<file path="config.mk">
export PLATFORM = sky130hd
export DESIGN_NAME = addsub8_pipe
export DESIGN_NICKNAME = d
export VERILOG_FILES = /design/src/rtl/cla_pkg.sv /design/src/rtl/cla4_group.sv /design/src/rtl/addsub8_pipe.sv
export SDC_FILE = /design/constraint.sdc
export NUM_CORES = 1
export LEC_CHECK = 0
export CAP_MARGIN = 20
export CORE_UTILIZATION = 35
export DETAILED_ROUTE_END_ITERATION = 8
export SYNTH_ARGS = -nofsm -noshare
export SYNTH_HDL_FRONTEND = slang
export SYNTH_SLANG_ARGS = --single-unit
</file>
<file path="constraint.sdc">
create_clock -name clk -period 3.7 [get_ports clk]
set_input_delay 0.74 -clock clk [delete_from_list [all_inputs] [get_ports clk]]
set_output_delay 0.74 -clock clk [all_outputs]
set_load 0.03 [all_outputs]
</file>
<file path="src/rtl/cla_pkg.sv">
// Shared types and sizing for the 8-bit carry-lookahead datapath.
// Two 4-bit lookahead groups make up one word.
package cla_pkg;
    localparam int CLA_W = 8;
    localparam int GRP_W = 4;
    localparam int NGRP  = CLA_W / GRP_W;

    typedef logic [CLA_W-1:0] cla_word_t;

    typedef struct packed {
        cla_word_t       p;
        cla_word_t       g;
        logic [NGRP-1:0] grp_p;
        logic [NGRP-1:0] grp_g;
        logic            cin;
        logic            a_msb;
        logic            b_msb;
    } s1_regs_t;
endpackage

</file>
<file path="src/rtl/cla4_group.sv">
// One 4-bit lookahead group: group propagate/generate plus the carry into
// each of its four bit positions.
module cla4_group
    import cla_pkg::*;
(
    input  logic [GRP_W-1:0] p,
    input  logic [GRP_W-1:0] g,
    input  logic             cin,
    output logic             grp_p,
    output logic             grp_g,
    output logic [GRP_W-1:0] c
);
    assign grp_p = &p;
    assign grp_g = g[3] | (p[3] & g[2]) | (p[3] & p[2] & g[1])
                 | (p[3] & p[2] & p[1] & g[0]);

    // c[i] is the carry into bit i, flattened so no ripple path exists.
    assign c[0] = cin;
    assign c[1] = g[0] | (p[0] & cin);
    assign c[2] = g[1] | (p[1] & g[0]) | (p[1] & p[0] & cin);
    assign c[3] = g[2] | (p[2] & g[1]) | (p[2] & p[1] & g[0])
                | (p[2] & p[1] & p[0] & cin);
endmodule

</file>
<file path="src/rtl/addsub8_pipe.sv">
// Two-stage pipelined 8-bit CLA adder/subtractor with valid/ready flow control.
// S1 registers bit and group propagate/generate; S2 resolves carries and flags.
module addsub8_pipe
    import cla_pkg::*;
#(
    parameter int WIDTH = 8
) (
    input  logic             clk,
    input  logic             rst_n,
    input  logic             in_valid,
    output logic             in_ready,
    input  logic [WIDTH-1:0] a,
    input  logic [WIDTH-1:0] b,
    input  logic             sub,
    output logic             out_valid,
    input  logic             out_ready,
    output logic [WIDTH-1:0] sum,
    output logic             cout,
    output logic             ovf,
    output logic             zero
);
    logic            s1_valid_reg;
    logic            s2_valid_reg;
    s1_regs_t        s1_reg;
    s1_regs_t        s1_next;
    cla_word_t       sum_reg;
    logic            cout_reg;
    logic            ovf_reg;
    logic            zero_reg;

    logic            s1_adv;
    logic            s2_adv;
    logic            in_fire;

    cla_word_t       b_x;
    cla_word_t       p_comb;
    cla_word_t       g_comb;
    logic [NGRP-1:0] s1_grp_p;
    logic [NGRP-1:0] s1_grp_g;
    logic [GRP_W-1:0] s1_carry_unused [NGRP];

    logic            c4;
    logic            c8;
    logic [NGRP-1:0] grp_cin;
    cla_word_t       carry_vec;
    logic [NGRP-1:0] s2_grp_p_unused;
    logic [NGRP-1:0] s2_grp_g_unused;
    cla_word_t       sum_next;
    logic            ovf_next;
    logic            zero_next;

    assign s2_adv   = ~s2_valid_reg | out_ready;
    assign s1_adv   = ~s1_valid_reg | s2_adv;
    assign in_ready = s1_adv;
    assign in_fire  = in_valid & s1_adv;

    // Subtraction is A + ~B + 1: invert B here and feed the +1 as cin.
    assign b_x    = b ^ {CLA_W{sub}};
    assign p_comb = a ^ b_x;
    assign g_comb = a & b_x;

    generate
        for (genvar gi = 0; gi < NGRP; gi++) begin : g_s1_grp
            cla4_group u_grp (
                .p     (p_comb[gi*GRP_W +: GRP_W]),
                .g     (g_comb[gi*GRP_W +: GRP_W]),
                .cin   (1'b0),
                .grp_p (s1_grp_p[gi]),
                .grp_g (s1_grp_g[gi]),
                .c     (s1_carry_unused[gi])
            );
        end
    endgenerate

    always_comb begin
        s1_next       = '0;
        s1_next.p     = p_comb;
        s1_next.g     = g_comb;
        s1_next.grp_p = s1_grp_p;
        s1_next.grp_g = s1_grp_g;
        s1_next.cin   = sub;
        s1_next.a_msb = a[CLA_W-1];
        s1_next.b_msb = b_x[CLA_W-1];
    end

    always_ff @(posedge clk or negedge rst_n) begin
        if (!rst_n) begin
            s1_valid_reg <= 1'b0;
            s1_reg       <= '0;
        end else begin
            if (s1_adv)
                s1_valid_reg <= in_valid;
            if (in_fire)
                s1_reg <= s1_next;
        end
    end

    assign c4      = s1_reg.grp_g[0] | (s1_reg.grp_p[0] & s1_reg.cin);
    assign c8      = s1_reg.grp_g[1] | (s1_reg.grp_p[1] & c4);
    assign grp_cin = {c4, s1_reg.cin};

    generate
        for (genvar gi = 0; gi < NGRP; gi++) begin : g_s2_grp
            cla4_group u_grp (
                .p     (s1_reg.p[gi*GRP_W +: GRP_W]),
                .g     (s1_reg.g[gi*GRP_W +: GRP_W]),
                .cin   (grp_cin[gi]),
                .grp_p (s2_grp_p_unused[gi]),
                .grp_g (s2_grp_g_unused[gi]),
                .c     (carry_vec[gi*GRP_W +: GRP_W])
            );
        end
    endgenerate

    assign sum_next  = s1_reg.p ^ carry_vec;
    assign ovf_next  = (s1_reg.a_msb == s1_reg.b_msb) & (sum_next[CLA_W-1] != s1_reg.a_msb);
    assign zero_next = (sum_next == '0);

    always_ff @(posedge clk or negedge rst_n) begin
        if (!rst_n) begin
            s2_valid_reg <= 1'b0;
            sum_reg      <= '0;
            cout_reg     <= 1'b0;
            ovf_reg      <= 1'b0;
            zero_reg     <= 1'b0;
        end else begin
            if (s2_adv)
                s2_valid_reg <= s1_valid_reg;
            if (s1_valid_reg && s2_adv) begin
                sum_reg  <= sum_next;
                cout_reg <= c8;
                ovf_reg  <= ovf_next;
                zero_reg <= zero_next;
            end
        end
    end

    assign out_valid = s2_valid_reg;
    assign sum       = sum_reg;
    assign cout      = cout_reg;
    assign ovf       = ovf_reg;
    assign zero      = zero_reg;
endmodule

</file>
==> results of run 1 <==
-- kinds of logic after synthesis --
group,after synthesis
xor gates and xnor gates,10
buffers and inverters,6
adders and majority gates,10
muxes,20
and+or+nand+nor,34
AOI/OAI and AO/OA,35
DFF,34
-- worst max path at each step --
stage,depth (start not counted),from,slack [ns],to
after floorplan,4,out_ready,1.62,s1_reg[22]
after global placement,3,out_ready,0.92,in_ready
after detailed placement,3,out_ready,0.86,in_ready
after CTS,3,out_ready,0.85,in_ready
after global routing,3,out_ready,0.82,in_ready
final,3,out_ready,0.85,in_ready
-- layout by cell type, fill, tap and decap left out, types with 2 or more instances in the layout --
cell type | Yosys | final
o31ai_1 | 3 | 3
nor4_1 | 2 | 2
o211ai_1 | 2 | 2
inv_1 | 2 | 2
a311oi_1 | 2 | 2
nor2_1 | 5 | 5
a21oi_1 | 4 | 4
nand4_1 | 3 | 3
dfrtp_1 | 34 | 34
nand3_1 | 2 | 2
ha_1 | 10 | 10
clkbuf_8 | 0 | 6
a21o_1 | 6 | 6
o21a_1 | 2 | 2
o21ai_0 | 9 | 9
nand2_1 | 16 | 16
clkdlybuf4s50_1 | 0 | 33
mux2_2 | 20 | 20
xor2_1 | 9 | 9
nand2b_1 | 2 | 2
-- synthesized netlist by cell type --
| library cell | n |
|---|---|
| o22ai_1 | 1 |
| o31ai_2 | 1 |
| a21oi_1 | 4 |
| xor2_1 | 9 |
| nor4_1 | 2 |
| nand3_1 | 2 |
| clkbuf_1 | 1 |
| buf_4 | 1 |
| inv_1 | 2 |
| buf_2 | 2 |
| o211ai_1 | 2 |
| o21ai_0 | 9 |
| and3_1 | 1 |
| a211oi_1 | 1 |
| nand2_1 | 16 |
| nor2b_1 | 1 |
| a21o_1 | 6 |
| nor2_1 | 5 |
| or2_2 | 1 |
| o2111ai_1 | 1 |
| a22o_1 | 1 |
| nand4_1 | 3 |
| nand2b_1 | 2 |
| a311oi_1 | 2 |
| o22a_2 | 1 |
| mux2_2 | 20 |
| nand3b_1 | 1 |
| ha_1 | 10 |
| dfrtp_1 | 34 |
| xnor2_1 | 1 |
| o221ai_1 | 1 |
| o31ai_1 | 3 |
| o21a_1 | 2 |
-- final cells by class --
type	instances	area [um^2]	share of cell area, %
clock buffers	7	86.3	3.90
multi-input cells	109	840	38.0
well taps	67	83.8	3.79
flip-flops and latches	34	851	38.5
inverters	2	7.51	0.340
clock inverters	1	5.00	0.226
repair buffers	34	338	15.3
-- per-layer routing --
metal  GRT usage (%)  part of all wire (%)  vias up
met5               0                     0        -
met4            9.15                   2.1        0
met3            2.08                   3.2        6
li1                -                     -      624
met2            25.2                    49       37
met1            20.0                    46      605
-- worst max-delay path, delay by kind of cell --
kind	cells	cell delay, ns
buf+inv	2	1.20
simple gates	1	0.17
-- where the power goes --
part	switching, mW	internal, mW
clock	0.133	0.150
combinational	0.248	0.221
sequential	0.0675	0.462
total	0.448	0.832
-- metrics by stage --
| stage | power, mW | instance area [um^2] | setup WS, ns | hold slack (ns) |
|---|---|---|---|---|
| floorplan | 0.821 | 1720 | 1.62 | 0.444 |
| global placement | 0.995 | 2120 | 0.917 | 0.466 |
| detailed placement | 1.01 | 2120 | 0.861 | 0.470 |
| CTS | 1.29 | 2210 | 0.851 | 0.484 |
| global route | 1.35 | 2210 | 0.818 | 0.517 |
| finish | 1.28 | 2210 | 0.848 | 0.479 |
==> impl_metrics.ini, run 1 <==
[clock_tree]
h-tree-depth = 2
cts_root_buffer = clkbuf_8
cts_tree = done
worstSkewPairLatency_ns = 0.29
cts_resized = 0
cts.sinks = 34
cts_made_buffers = 5
cts.clk_slew.worst_paths_ns = 0.06
postCtsSetupBuffers = 0
holdBufCountCts = 0
clockBufferDepth = 2

[sta]
tightestPinTransition_ns = 0.891
hold_viol = 0
slew_viol_final = 0
setup_violations = 0
period_share_pct = 77.1
period_needed_ns = 2.85
rsz0062_at_grt = false
setup-tns-final_ns = 0
max_freq_ghz = 0.351
skew_ns = 0.00413
slew_headroom_pct = 40.4

[yosys]
syn_avg_cell_area_um2 = 11.5
yosysTopAreaCellShare_pct = 49.5
synthSimpleGateAreaFrac_pct = 9.24
yosysUniqueCellTypes = 33
ys_seq_elements = 34
synth_compound_area_share_pct = 14.1
netlist_area_um2 = 1720
yosys-mux-area-fraction_pct = 13.1
ys.warnings.count = 0
synth_top_family_by_area = compound AO/OA/AOI/OAI gates
synth_area_leaders = dfrtp_1 49%, mux2_2 13%, ha_1 7.3%
synth_nets = 180
synth_xor_area_share_pct = 5.09
syn_inst = 149
synth_top_area_cell = dfrtp_1
seq_area_frac_synth_pct = 49.5
synth_fa_ha_area_share_pct = 7.28

[worst_hold_path]
hold_class = flop to flop
hold_path_end = sum[6]
hp-start = sum[6]
hold_depth = 2

[drt]
routed_via_density = 5.01
wl_per_cell_um = 14.1
drtPass1Iterations = 4
routed_wl_um = 3570
dr_total_vias = 1272
drt-initial-drc-count = 92
postRouteAntennaNets = 0
drc_errors = 0

[setup_path]
cp-end-kind = output port
reg2reg_to = zero
cp_max_fo = 3
arrival_ns = 2.11
path_cells = clkdlybuf4s50_1 -> nand3b_1 -> clkdlybuf4s50_1
cp.required_ns = 2.96
worst_r2r_path_depth = 5
r2r-start = grp_cin[0]
cp_slowest_stage_delay_ns = 0.71
cp_slowest_cell = clkdlybuf4s50_1
reg2reg_slack_ns = 1.89
startpoint_type = input port
worst_path_most_repeated_cell = clkdlybuf4s50_1
worst-setup-path-type = input port to output port

[floorplanning]
dieArea_um2 = 5200
io_pins = 34
die_y_um = 72.1
row_count = 25
start_util_pct = 36.4
fp.dieW_um = 72.1
core-area_um2 = 4720

[power]
powerDensity_nw_per_um2 = 579
p_leak_nw = 0.970
ir_worst_vdd_v = 0.000178

[placement]
dp_cells = 246
gp_congestion = 0.741
io_buffers = 33
hpwl_um = 2700

[finish]
num-nets-final = 217
utilization_pct = 46.8
fillers = 434
drive_gt1_share_pct = 16.6
largest_reg_flops = 20
area_delta_synth_final_pct = 28.6
antenna_cells = 0
instances_no_fill = 254

[global_routing]
grt_pass1_vias = 1344
grt_usage_pct = 15.6
grt_pass1_wl_um = 6240
overflow = 0
grt_max_degree = 35
antenna_found_initial = 0

[outcome]
outcome = completed

[job]
drv_cap = 0
No activity file was read; power rests on OpenSTA's default activity.
==> inputs of run 2 (changes only) <==
clock period = 2.6 ns   (was 3.7 ns; I/O delays follow)
==> run 2 against run 1 <==
Against the previous run:
- clock-buffer cell count unchanged
- combinational power up 42%
- critical path depth unchanged
- global-route usage down 0.54 points
- sequential cell count unchanged
- total power up 39%
- clock power up 28%
- utilization unchanged
- sequential share of layout area unchanged
- via count down 1.0%
- largest power group unchanged
- highest routed layer unchanged
==> impl_metrics.ini, run 2 (same netlist as run 1, synthesis figures left out) <==
[sta]
period_needed_ns = 2.41
period_share_pct = 92.6
slew_viol_final = 0
whs_ns = 0.475
tightestPinTransition_ns = 0.523
setup_violations = 0
rsz0062_at_grt = false
max_freq_ghz = 0.415
hold_viol = 0
slew_headroom_pct = 65.0
skew_ns = 0.00455
setup-tns-final_ns = 0

[placement]
io_buffers = 33
gp_congestion = 0.794
placed_area_um2 = 2130
dp_cells = 248
hpwl_um = 2660

[clock_tree]
cts_tree = done
cts_made_buffers = 5
cts.sinks = 34
cts.clk_slew.worst_paths_ns = 0.06
cts_root_buffer = clkbuf_8
cts_resized = 0
h-tree-depth = 2
postCtsSetupBuffers = 0
clockBufferDepth = 2
holdBufCountCts = 0
worstSkewPairLatency_ns = 0.28

[setup_path]
cp_max_fo = 3
startpoint_type = input port
cp.required_ns = 2.08
cp-end-kind = output port
worst-setup-path-type = input port to output port
arrival_ns = 1.89

[drt]
drtPass1Iterations = 5
top_layer_used = met4
postRouteAntennaNets = 0
met1_length_um = 1590
wl_met3_um = 115
dr_total_vias = 1259
routed_via_density = 4.94
routed-wl-met2_um = 1660
routed_wl_um = 3430
wl_per_cell_um = 13.4
drt-initial-drc-count = 70
drc_errors = 0

[finish]
antenna_cells = 0
area_delta_synth_final_pct = 28.6
fin_area_um2 = 2210
mostFrequentLayoutCells = 34 x dfrtp_1, 33 x clkdlybuf4s50_1, 20 x mux2_2
fillers = 446
instances_no_fill = 255
num-nets-final = 219
final_common_cell = dfrtp_1
largest_reg_flops = 20
drive_gt1_share_pct = 16.5

[floorplanning]
start_util_pct = 36.4
core-area_um2 = 4720
io_pins = 34
die_y_um = 72.1
dieArea_um2 = 5200
fp.dieW_um = 72.1
row_count = 25

[job]
drv_cap = 0

[outcome]
outcome = completed

[global_routing]
antenna_found_initial = 0
grt_usage_pct = 15.0
grt_pass1_wl_um = 5910
overflow = 0
grt_max_degree = 35
grt_pass1_vias = 1243

[power]
ir_worst_vdd_v = 0.000257
powerDensity_nw_per_um2 = 805
p_leak_nw = 0.970

[worst_hold_path]
hold_class = flop to flop
## run 2: cell count changes in the layout (fill, tap and decap cells not counted), sizes merged
cell | previous run | this run
clkinv | 1 | 0
buf | 1 | 3
## run 2: path summary, 6_finish.rpt
check,startpoint,endpoint,slack (ns),cells past startpoint
worst max-delay path,out_ready,in_ready,0.19,3
worst min-delay path,sum[3],sum[3],0.48,2
worst max register to register,grp_cin[0],zero,0.76,5
worst min register to register,sum[3],sum[3],0.48,2
max in group asynchronous,rst_n,s1_reg[11],1.66,2
min in group asynchronous,rst_n,sum[7],0.64,2
## run 2: where the power goes
part	switching, mW	total [mW]	internal [mW]
Sequential	0.0960	0.753	0.657
Clock	0.178	0.362	0.184
Combinational	0.348	0.664	0.316
Total	0.622	1.78	1.16
## run 2: final cells by class
type | count | area [um^2] | share of cell area, %
clock buffers | 7 | 76.3 | 3.45
multi-input cells | 109 | 840 | 38.0
flip-flops and latches | 34 | 851 | 38.5
repair buffers | 36 | 353 | 16.0
well taps | 67 | 83.8 | 3.79
inverters | 2 | 7.51 | 0.340
## run 2: routing by layer
layer	vias up	track usage [%]
li1	624	-
met1	601	18.8
met2	28	24.3
met3	6	3.89
met4	0	7.19
met5	-	0
## run 2: metrics by stage
stage	setup slack (ns)	util, %	total power, mW
floorplan	0.735	-	1.17
global placement	0.256	45.2	1.42
detailed placement	0.187	45.2	1.43
CTS	0.193	46.8	1.80
global route	0.168	46.8	1.89
finish	0.192	46.8	1.78
## run 2: worst max-delay path, cell delays in order
cell,delay (ns)
clkdlybuf4s50_1,0.49
nand3b_1,0.17
clkdlybuf4s50_1,0.71
